==> src/rtl/sync_fifo_wr_arbiter.sv <==
// rtl/sync_fifo_wr_arbiter.sv - round-robin credit-based write arbiter for a synchronous FIFO
module sync_fifo_wr_arbiter #(
    parameter int NUM_REQ = 4,
    parameter int DATA_W  = 8,
    parameter int DEPTH   = 16,
    parameter int CNT_W   = $clog2(DEPTH + 1),
    parameter int ID_W    = $clog2(NUM_REQ)
) (
    input  logic                        clk,
    input  logic                        rst_n,
    input  logic                        arb_en,
    input  logic [NUM_REQ-1:0]          req_valid,
    input  logic [NUM_REQ*DATA_W-1:0]   req_data,
    output logic [NUM_REQ-1:0]          req_ready,
    output logic                        fifo_wr_en,
    output logic [DATA_W-1:0]           fifo_wr_data,
    input  logic                        fifo_rd_en,
    output logic [ID_W-1:0]             grant_id,
    output logic [CNT_W-1:0]            credit_count,
    output logic                        underflow_err
);

    localparam logic [CNT_W-1:0] DEPTH_C = CNT_W'(DEPTH);
    localparam logic [ID_W-1:0]  LAST_RST = ID_W'(NUM_REQ - 1);

    logic [ID_W-1:0] last_ptr;
    logic [ID_W-1:0] win_idx;
    logic            found;
    logic            space;
    logic            pop_ok;
    int unsigned     idx;

    // Space is judged on committed credit only, so a same-cycle pop never opens a grant.
    assign space  = (credit_count < DEPTH_C);
    assign pop_ok = fifo_rd_en && (credit_count != '0);

    always_comb begin
        found     = 1'b0;
        win_idx   = '0;
        idx       = 0;
        req_ready = '0;
        if (arb_en && space) begin
            for (int k = 1; k <= NUM_REQ; k++) begin
                idx = (int'(last_ptr) + k) % NUM_REQ;
                if (!found && req_valid[idx]) begin
                    found   = 1'b1;
                    win_idx = ID_W'(idx);
                end
            end
        end
        if (found) begin
            req_ready[win_idx] = 1'b1;
        end
    end

    always_ff @(posedge clk or negedge rst_n) begin
        if (!rst_n) begin
            last_ptr     <= LAST_RST;
            fifo_wr_en   <= 1'b0;
            fifo_wr_data <= '0;
            grant_id     <= '0;
        end else begin
            fifo_wr_en <= found;
            if (found) begin
                last_ptr     <= win_idx;
                fifo_wr_data <= req_data[int'(win_idx)*DATA_W +: DATA_W];
                grant_id     <= win_idx;
            end
        end
    end

    always_ff @(posedge clk or negedge rst_n) begin
        if (!rst_n) begin
            credit_count  <= '0;
            underflow_err <= 1'b0;
        end else begin
            case ({found, pop_ok})
                2'b10:   credit_count <= credit_count + CNT_W'(1);
                2'b01:   credit_count <= credit_count - CNT_W'(1);
                default: credit_count <= credit_count;
            endcase
            if (fifo_rd_en && (credit_count == '0)) begin
                underflow_err <= 1'b1;
            end
        end
    end

endmodule

==> config.mk <==
export PLATFORM = sky130hd
export DESIGN_NAME = sync_fifo_wr_arbiter
export DESIGN_NICKNAME = d
export VERILOG_FILES = /design/src/rtl/sync_fifo_wr_arbiter.sv
export SDC_FILE = /design/constraint.sdc
export NUM_CORES = 1
export LEC_CHECK = 0
export CAP_MARGIN = 20
export CORE_MARGIN = 5
export CORE_UTILIZATION = 30
export DETAILED_ROUTE_END_ITERATION = 16
export DONT_BUFFER_PORTS = 1
export REMOVE_ABC_BUFFERS = 1
export SYNTH_ARGS = -nofsm -noshare
export SYNTH_HDL_FRONTEND = slang
export SYNTH_SLANG_ARGS = --single-unit
==> constraint.sdc <==
create_clock -name clk -period 4.1 [get_ports clk]
set_input_delay 0.41 -clock clk [delete_from_list [all_inputs] [get_ports clk]]
set_output_delay 0.41 -clock clk [all_outputs]
set_load 0.01 [all_outputs]
==> results.md, run 1 <==
- **via count of the first global-routing pass** 1242
- **Worst VDD drop** 200 uV
- **mean number of vias per cell** 5.86
- **sum of negative setup slack** 0 ns
- **clock-pin slew reported for the worst setup and hold paths after clock tree synthesis** 0.08 ns
- **worst slew margin relative to its limit** 39.5%
- **count of flip-flops with a built-in enable after synthesis** 0
- **number of max-cap violations** 0
- **area inside the core boundary** 4440 um^2
- **fill cell total of the finished layout** 468
- **cell count after synthesis** 144
- **Final Net Count** 188
- **Tot GR Track Use** 12.7%
- **standard-cell row count** 24
- **Simple-Gate Fraction of Synth Area** 17.3%
- **wire length of the first global-routing pass** 6.27 mm
- **main combinational cell family by area after synthesis** compound AO/OA/AOI/OAI gates
- **buffers from clock root to sink, at most** 2
- **area share of xor/xnor cells in the synthesized design** 3.76%
- **Inserted Diodes** 0
- **leakage** 0.650 nW
- **required arrival time at the worst endpoint** 3.69 ns
- **boundary pin count** 61
- **detailed-route via count** 1142
- **most common cell after layout, fill and taps aside** sky130_fd_sc_hd__dfrtp_1
- **estimated wirelength of the detail-placed design** 2.97 mm
- **total number of clock tree sinks** 19
- **router iterations before antenna repair** 4
- **wire length reported by the detailed router** 3.87 mm
- **DRC Markers** 0
- **antenna violations before repair** 0
- **post-synth design cell area** 1400 um^2
- **slew at the pin with the worst max-slew slack** 0.904 ns
- **Min-Delay Path Depth** 1
- **gp weighted congestion** 0.822
- **DIE HEIGHT** 78.3 um
- **Fin Hold WS** 0.271 ns
- **proportion of register bits with asynchronous set or reset after synthesis** 100%
- **outcome** finished clean
- **Initial Util** 31.5%
- **min-delay src** fifo_rd_en
- **CTS tree** built
- **Final Hold Vio Count** 0
- **pin count of the biggest net entering global routing** 20
- **unrepaired setup endpoints after global routing** no
- **Critical Setup Path Class** flop to primary output
- **wire length per cell** 19.9 um
- **count of warnings emitted by yosys** 0
- **sequential cell area fraction in the yosys report** 34.2%
- **startpoint of the most critical register-to-register path** credit_count[2]
- **post-route ant nets** 0
- **H-tree levels** 1
- **depth of the most critical reg-to-reg path** 11
- **clock insertion delay at the later pin of the skew report** 0.25 ns
- **Slew Viols, Final** 0
- **FF-to-FF setup slack** 1.32 ns
- **capturing element type of the critical path** primary output
- **die area** 6130 um^2
- **Final Cycle Share** 67.8%
- **maximum clock frequency** 360 MHz
- **Num CTS Buffers** 3
- **Primary FF master, synth** sky130_fd_sc_hd__dfrtp_1
- **Endpoint, Worst Hold** underflow_err
- **number of different library cells in the post-synthesis netlist** 49
- **maximum fanout encountered on the critical timing path** 13
- **highest-count cells in the layout ignoring fill and taps** sky130_fd_sc_hd__dfrtp_1 (17), sky130_fd_sc_hd__o21ai_0 (13), sky130_fd_sc_hd__inv_1 (11)
- **horizontal extent of the die** 78.3 um
- **skew final** 0.00271 ns
- **Critical R2R Capture** credit_count[4]
- **overflow left after global routing** 0
- **Worst Path Arrival** 2.37 ns
- **quantity of I/O buffers inserted on ports** 0
- **violation count after the first detailed-routing iteration** 169
- **nature of the critical path startpoint** flop
- **post-CTS repair timing setup buffer count** 0
- **number of endpoints failing setup at the final stage** 0
- **final period demand of the worst path** 2.78 ns
- **multiplexer fraction of the synthesized cell area** 0.805%
- **class of the tightest hold or removal check** primary input to flop
- **synthesized-area fraction occupied by ao, oa, aoi and oai cells** 34.2%
- **synthesis-to-finish area growth** 6.26%
- **area share of fa/ha/maj cells after synthesis** 3.58%
- **power per cell area** 713 nW/um^2
- **root buf cell** sky130_fd_sc_hd__clkbuf_8
- **post-synthesis register bit count** 19
- **syn avg cell area** 9.71 um^2
- **fraction of final layout cells with drive strength greater than 1** 19.6%
cell usage after synthesis, types with 3 or more instances:
library cell | n | area share, %
sky130_fd_sc_hd__o211ai_2 | 8 | 7.2
sky130_fd_sc_hd__a22oi_1 | 8 | 4.3
sky130_fd_sc_hd__a21o_1 | 4 | 2.1
sky130_fd_sc_hd__xor2_1 | 5 | 3.1
sky130_fd_sc_hd__ha_1 | 4 | 3.6
sky130_fd_sc_hd__and4_1 | 7 | 4.4
sky130_fd_sc_hd__buf_4 | 3 | 1.6
sky130_fd_sc_hd__nor2_1 | 6 | 1.6
sky130_fd_sc_hd__nand2_1 | 4 | 1.1
sky130_fd_sc_hd__dfrtp_1 | 17 | 30
sky130_fd_sc_hd__inv_1 | 11 | 3.0
sky130_fd_sc_hd__o31a_1 | 8 | 5.0
sky130_fd_sc_hd__a21oi_1 | 4 | 1.4
sky130_fd_sc_hd__o21ai_0 | 13 | 4.7
routing by layer:
metal  vias up  track usage (%)  part of all wire [%]
li1        540                -                     -
met3         4             1.95                   3.4
met5         -                0                     0
met2        36             24.3                    55
met1       562             14.3                    40
met4         0             4.02                   1.3
sequential cells by signal (all words and copies together), names as in the netlist:
name and count:
last_ptr 2, credit_count 5, grant_id 2, fifo_wr_data 8, underflow_err 1, fifo_wr_en 1
power by group:
| group | switching [mW] | internal, mW |
|---|---|---|
| clock | 0.0649 | 0.0675 |
| combinational | 0.253 | 0.230 |
| sequential | 0.155 | 0.290 |
kinds of logic after synthesis:
| family | count (synthesis) |
|---|---|
| fa+ha+maj | 4 |
| compound gates | 60 |
| simple gates | 36 |
| xor+xnor | 6 |
| flops | 19 |
| buf+inv | 18 |
| mux | 1 |
worst max-delay path by stage:
| stage | start | endpoint | cells past startpoint |
|---|---|---|---|
| CTS | last_ptr[1] | req_ready[0] | 5 |
| global route | credit_count[2] | credit_count[4] | 11 |
| finish | last_ptr[1] | req_ready[0] | 5 |
| floorplan | req_valid[0] | credit_count[4] | 10 |
| global placement | req_valid[0] | credit_count[4] | 11 |
| detailed placement | req_valid[0] | credit_count[4] | 11 |
metrics by stage:
stage | total power [mW] | setup slack (ns) | util [%] | instance area (um^2) | instances
after floorplan | 0.798 | 0.822 | - | 1350 | 137
after detailed placement | 0.925 | 1.33 | 32.2 | 1430 | 190
after global routing | 1.15 | 1.10 | 33.4 | 1490 | 195
after global placement | 0.894 | 1.45 | 32.2 | 1430 | 190
final | 1.06 | 1.32 | 33.4 | 1490 | 195
after CTS | 1.07 | 1.31 | 33.4 | 1490 | 195
worst max-delay path, stage by stage, from the launching register on:
cell                      delay, ns
sky130_fd_sc_hd__dfstp_2       0.64
sky130_fd_sc_hd__or2b_1        0.15
sky130_fd_sc_hd__a21oi_1       0.07
sky130_fd_sc_hd__o311a_1       0.48
sky130_fd_sc_hd__or3_1         0.57
sky130_fd_sc_hd__inv_1         0.21
cell type report:
| cell class | instances | area [um^2] | area share [%] |
|---|---|---|---|
| Inverter | 11 | 41.3 | 2.78 |
| Sequential cell | 19 | 478 | 32.2 |
| Timing Repair Buffer | 2 | 17.5 | 1.18 |
| Clock buffer | 3 | 41.3 | 2.78 |
| Multi-Input combinational cell | 107 | 838 | 56.4 |
| Clock inverter | 1 | 5.00 | 0.337 |
| Tap cell | 52 | 65.1 | 4.38 |
repair_timing:
action,4_1_cts,5_1_grt
hold endpoints to repair,19,0
hold buffers,1,0
gates resized for setup,0,0
(Power assumes the default switching activity.)
==> run 2, diff against run 1 <==
- clock period: 4.1 -> 2.6 ns (I/O delays scaled with it)
==> run 2 against run 1 <==
  * Register-to-register slack lost 1.2 ns
  * Highest routed layer unchanged
  * Clock power grew 61%
  * Combinational power grew 80%
  * Worst hold slack lost 0.15 ns
  * Clock skew grew 0.0020 ns
  * Flip-flop and latch count is the same
==> results.md, run 2 (synthesis gave the netlist of run 1 again) <==
- **outcome** finished clean, unchanged
- **Min-Delay Path Depth** 1, unchanged
- **unrepaired setup endpoints after global routing** no, unchanged
- **Reg area** 478 um^2, unchanged
- **synthesis-to-finish area growth** 10.7%, was 6.26%
- **Slew Viols, Final** 0, unchanged
- **horizontal extent of the die** 78.3 um, unchanged
- **skew final** 0.00474 ns, was 0.00271 ns
- **class of the tightest hold or removal check** primary input to flop, unchanged
- **max FFs per register** 8, unchanged
- **buffers from clock root to sink, at most** 2, unchanged
- **violation count after the first detailed-routing iteration** 140, was 169
- **combinational share of power** 49.7%, was 45.5%
- **Num CTS Buffers** 3, unchanged
- **largest register by flop count** fifo_wr_data, unchanged
- **depth of the most critical reg-to-reg path** 8, was 11
- **Critical R2R Capture** credit_count[4], unchanged
- **capturing instance or port of the critical path** credit_count[4], was req_ready[0]
- **worst-path cell with the longest stage delay** sky130_fd_sc_hd__dfrtp_1, was sky130_fd_sc_hd__dfstp_2
- **post-CTS repair timing setup buffer count** 0, unchanged
- **post-route setup slack** 0.163 ns, was 1.32 ns
- **Tot GR Track Use** 12.9%, was 12.7%
- **nature of the critical path startpoint** flop, unchanged
- **FF-to-FF setup slack** 0.16 ns, was 1.32 ns
- **estimated wirelength of the detail-placed design** 3.08 mm, was 2.97 mm
- **Final Hold Vio Count** 0, unchanged
- **Worst Path Arrival** 2.61 ns, was 2.37 ns
- **DIE HEIGHT** 78.3 um, unchanged
- **number of endpoints failing setup at the final stage** 0, unchanged
- **capturing element type of the critical path** flop, was primary output
- **quantity of I/O buffers inserted on ports** 0, unchanged
- **boundary pin count** 61, unchanged
- **combined area of the multi-input logic cells** 853 um^2, was 838 um^2
- **CTS tree** built, unchanged
- **placement-stage worst setup slack** 0.0275 ns, was 1.33 ns
- **root buf cell** sky130_fd_sc_hd__clkbuf_8, unchanged
- **required arrival time at the worst endpoint** 2.77 ns, was 3.69 ns
- **leakage** 0.680 nW, was 0.650 nW
- **DRC Markers** 0, unchanged
- **detailed-route via count** 1191, was 1142
- **area inside the core boundary** 4440 um^2, unchanged
- **standard-cell row count** 24, unchanged
- **critical-path cell list** and2b_2 > o31ai_2 > ha_1 > buf_4 > ha_1 > a21o_1 > a221oi_1 > xor2_1, was or2b_1 > a21oi_1 > o311a_1 > or3_1 > inv_1
- **most common cell after layout, fill and taps aside** sky130_fd_sc_hd__dfrtp_1, unchanged
- **net load switching power** 0.766 mW, was 0.473 mW
- **Top Registers** fifo_wr_data x8, credit_count x5, unchanged
- **fraction of power spent switching nets** 43.9%, was 44.6%
- **gp weighted congestion** 0.818, was 0.822
- **wire length per cell** 19.5 um, was 19.9 um
- **Inserted Diodes** 0, unchanged
- **wire length reported by the detailed router** 3.93 mm, was 3.87 mm
- **mean number of vias per cell** 5.93, was 5.86
- **Fin Hold WS** 0.122 ns, was 0.271 ns
- **wire length of the first global-routing pass** 6.31 mm, was 6.27 mm
- **Final Net Count** 194, was 188
- **number of cells after detailed placement** 196, was 190
- **total number of clock tree sinks** 19, unchanged
- **crit path launch** credit_count[4], was last_ptr[1]
- **die area** 6130 um^2, unchanged
- **highest-count cells in the layout ignoring fill and taps** sky130_fd_sc_hd__dfrtp_1 (17), sky130_fd_sc_hd__o21ai_0 (13), sky130_fd_sc_hd__inv_1 (11), unchanged
- **overflow left after global routing** 0, unchanged
- **number of standard cells in the layout, taps in and fillers out** 201, was 195
- **Total Power** 1.74 mW, was 1.06 mW
- **clock-pin slew reported for the worst setup and hold paths after clock tree synthesis** 0.07 ns, was 0.08 ns
- **CP dominant cell by count** sky130_fd_sc_hd__ha_1
- **Final Cycle Share** 93.7%
- **maximum fanout encountered on the critical timing path** 7, was 13
- **Internal** 0.979 mW, was 0.588 mW
- **fraction of final layout cells with drive strength greater than 1** 23.5%, was 19.6%
- **clock insertion delay at the later pin of the skew report** 0.26 ns, was 0.25 ns
- **startpoint of the most critical register-to-register path** credit_count[4], was credit_count[2]
- **slew at the pin with the worst max-slew slack** 0.846 ns, was 0.904 ns
- **Initial Util** 31.5%, unchanged
- **antenna violations before repair** 0, unchanged
- **Worst VDD drop** 375 uV, was 200 uV
- **worst slew margin relative to its limit** 43.4%, was 39.5%
- **final period demand of the worst path** 2.44 ns
- **number of max-cap violations** 0, unchanged
- **Critical Setup Path Class** flop to flop, was flop to primary output
- **power per cell area** 1130 nW/um^2, was 713 nW/um^2
- **maximum clock frequency** 410 MHz
- **post-route ant nets** 0, unchanged
- **proportion of power drawn by the clock network** 12.2%, was 12.5%
- **router iterations before antenna repair** 4, unchanged
- **slowest cell delay on critical path** 0.49 ns, was 0.64 ns
- **pin count of the biggest net entering global routing** 20, unchanged
- **via count of the first global-routing pass** 1254, was 1242
- **Sequential Power Share** 38.1%, was 42.0%
- **H-tree levels** 1, unchanged
- **fill cell total of the finished layout** 456, was 468
run 2: how the worst min path moves through the flow:
stage / from / slack [ns] / end
4_1_cts: fifo_rd_en / 0.12 / underflow_err
3_5_place_dp: rst_n / -0.04 / credit_count[4]
3_3_place_gp: rst_n / -0.04 / credit_count[3]
6_report: fifo_rd_en / 0.12 / underflow_err
5_1_grt: fifo_rd_en / 0.12 / underflow_err
2_1_floorplan: rst_n / -0.04 / credit_count[0]
run 2: power groups by stage:
stage	Sequential (mW)	Combinational (mW)	Clock, mW
after floorplan	0.643	0.614	0
after CTS	0.655	0.865	0.221
after global placement	0.651	0.817	0
after detailed placement	0.658	0.857	0
final	0.664	0.867	0.212
after global routing	0.683	0.968	0.236
run 2: metal layers:
metal	wire (um)	global-route usage (%)
met1	1570	14.3
met2	2200	24.8
met3	109	1.83
met5	0	0
met4	52	4.90
run 2: what timing repair did:
item / 4_1_cts / 5_1_grt
setup endpoints to repair: 0 / 1
endpoints found under the hold margin: 19 / 0
hold buffers: 1 / 0
resized for setup: 0 / 2
run 2: area by class of cell:
cell class | count | area share (%)
clock buffer | 3 | 2.67
clock inverter | 1 | 0.485
inverter | 11 | 2.67
multi-input combinational | 107 | 55.1
sequential | 19 | 30.9
tap | 52 | 4.20
timing repair buffer | 8 | 4.04
run 2: worst max-delay path, delay by kind of cell, from the launching register on:
family                   cells  cell delay [ns]
adder cells (fa/ha/maj)      2             0.55
flip-flops                   1             0.49
AND/OR/NAND/NOR              1             0.33
buffers and inverters        1             0.17
AO/OA/AOI/OAI                3             0.61
XOR/XNOR                     1             0.20
run 2: metrics by stage:
| stage | area [um^2] | setup TNS, ns | util, % |
|---|---|---|---|
| after detailed placement | 1480 | 0 | 33.2 |
| final | 1550 | 0 | 34.9 |
| after floorplan | 1350 | -1.07 | - |
| after global routing | 1550 | 0 | 34.9 |
| after global placement | 1480 | 0 | 33.2 |
| after CTS | 1530 | 0 | 34.5 |
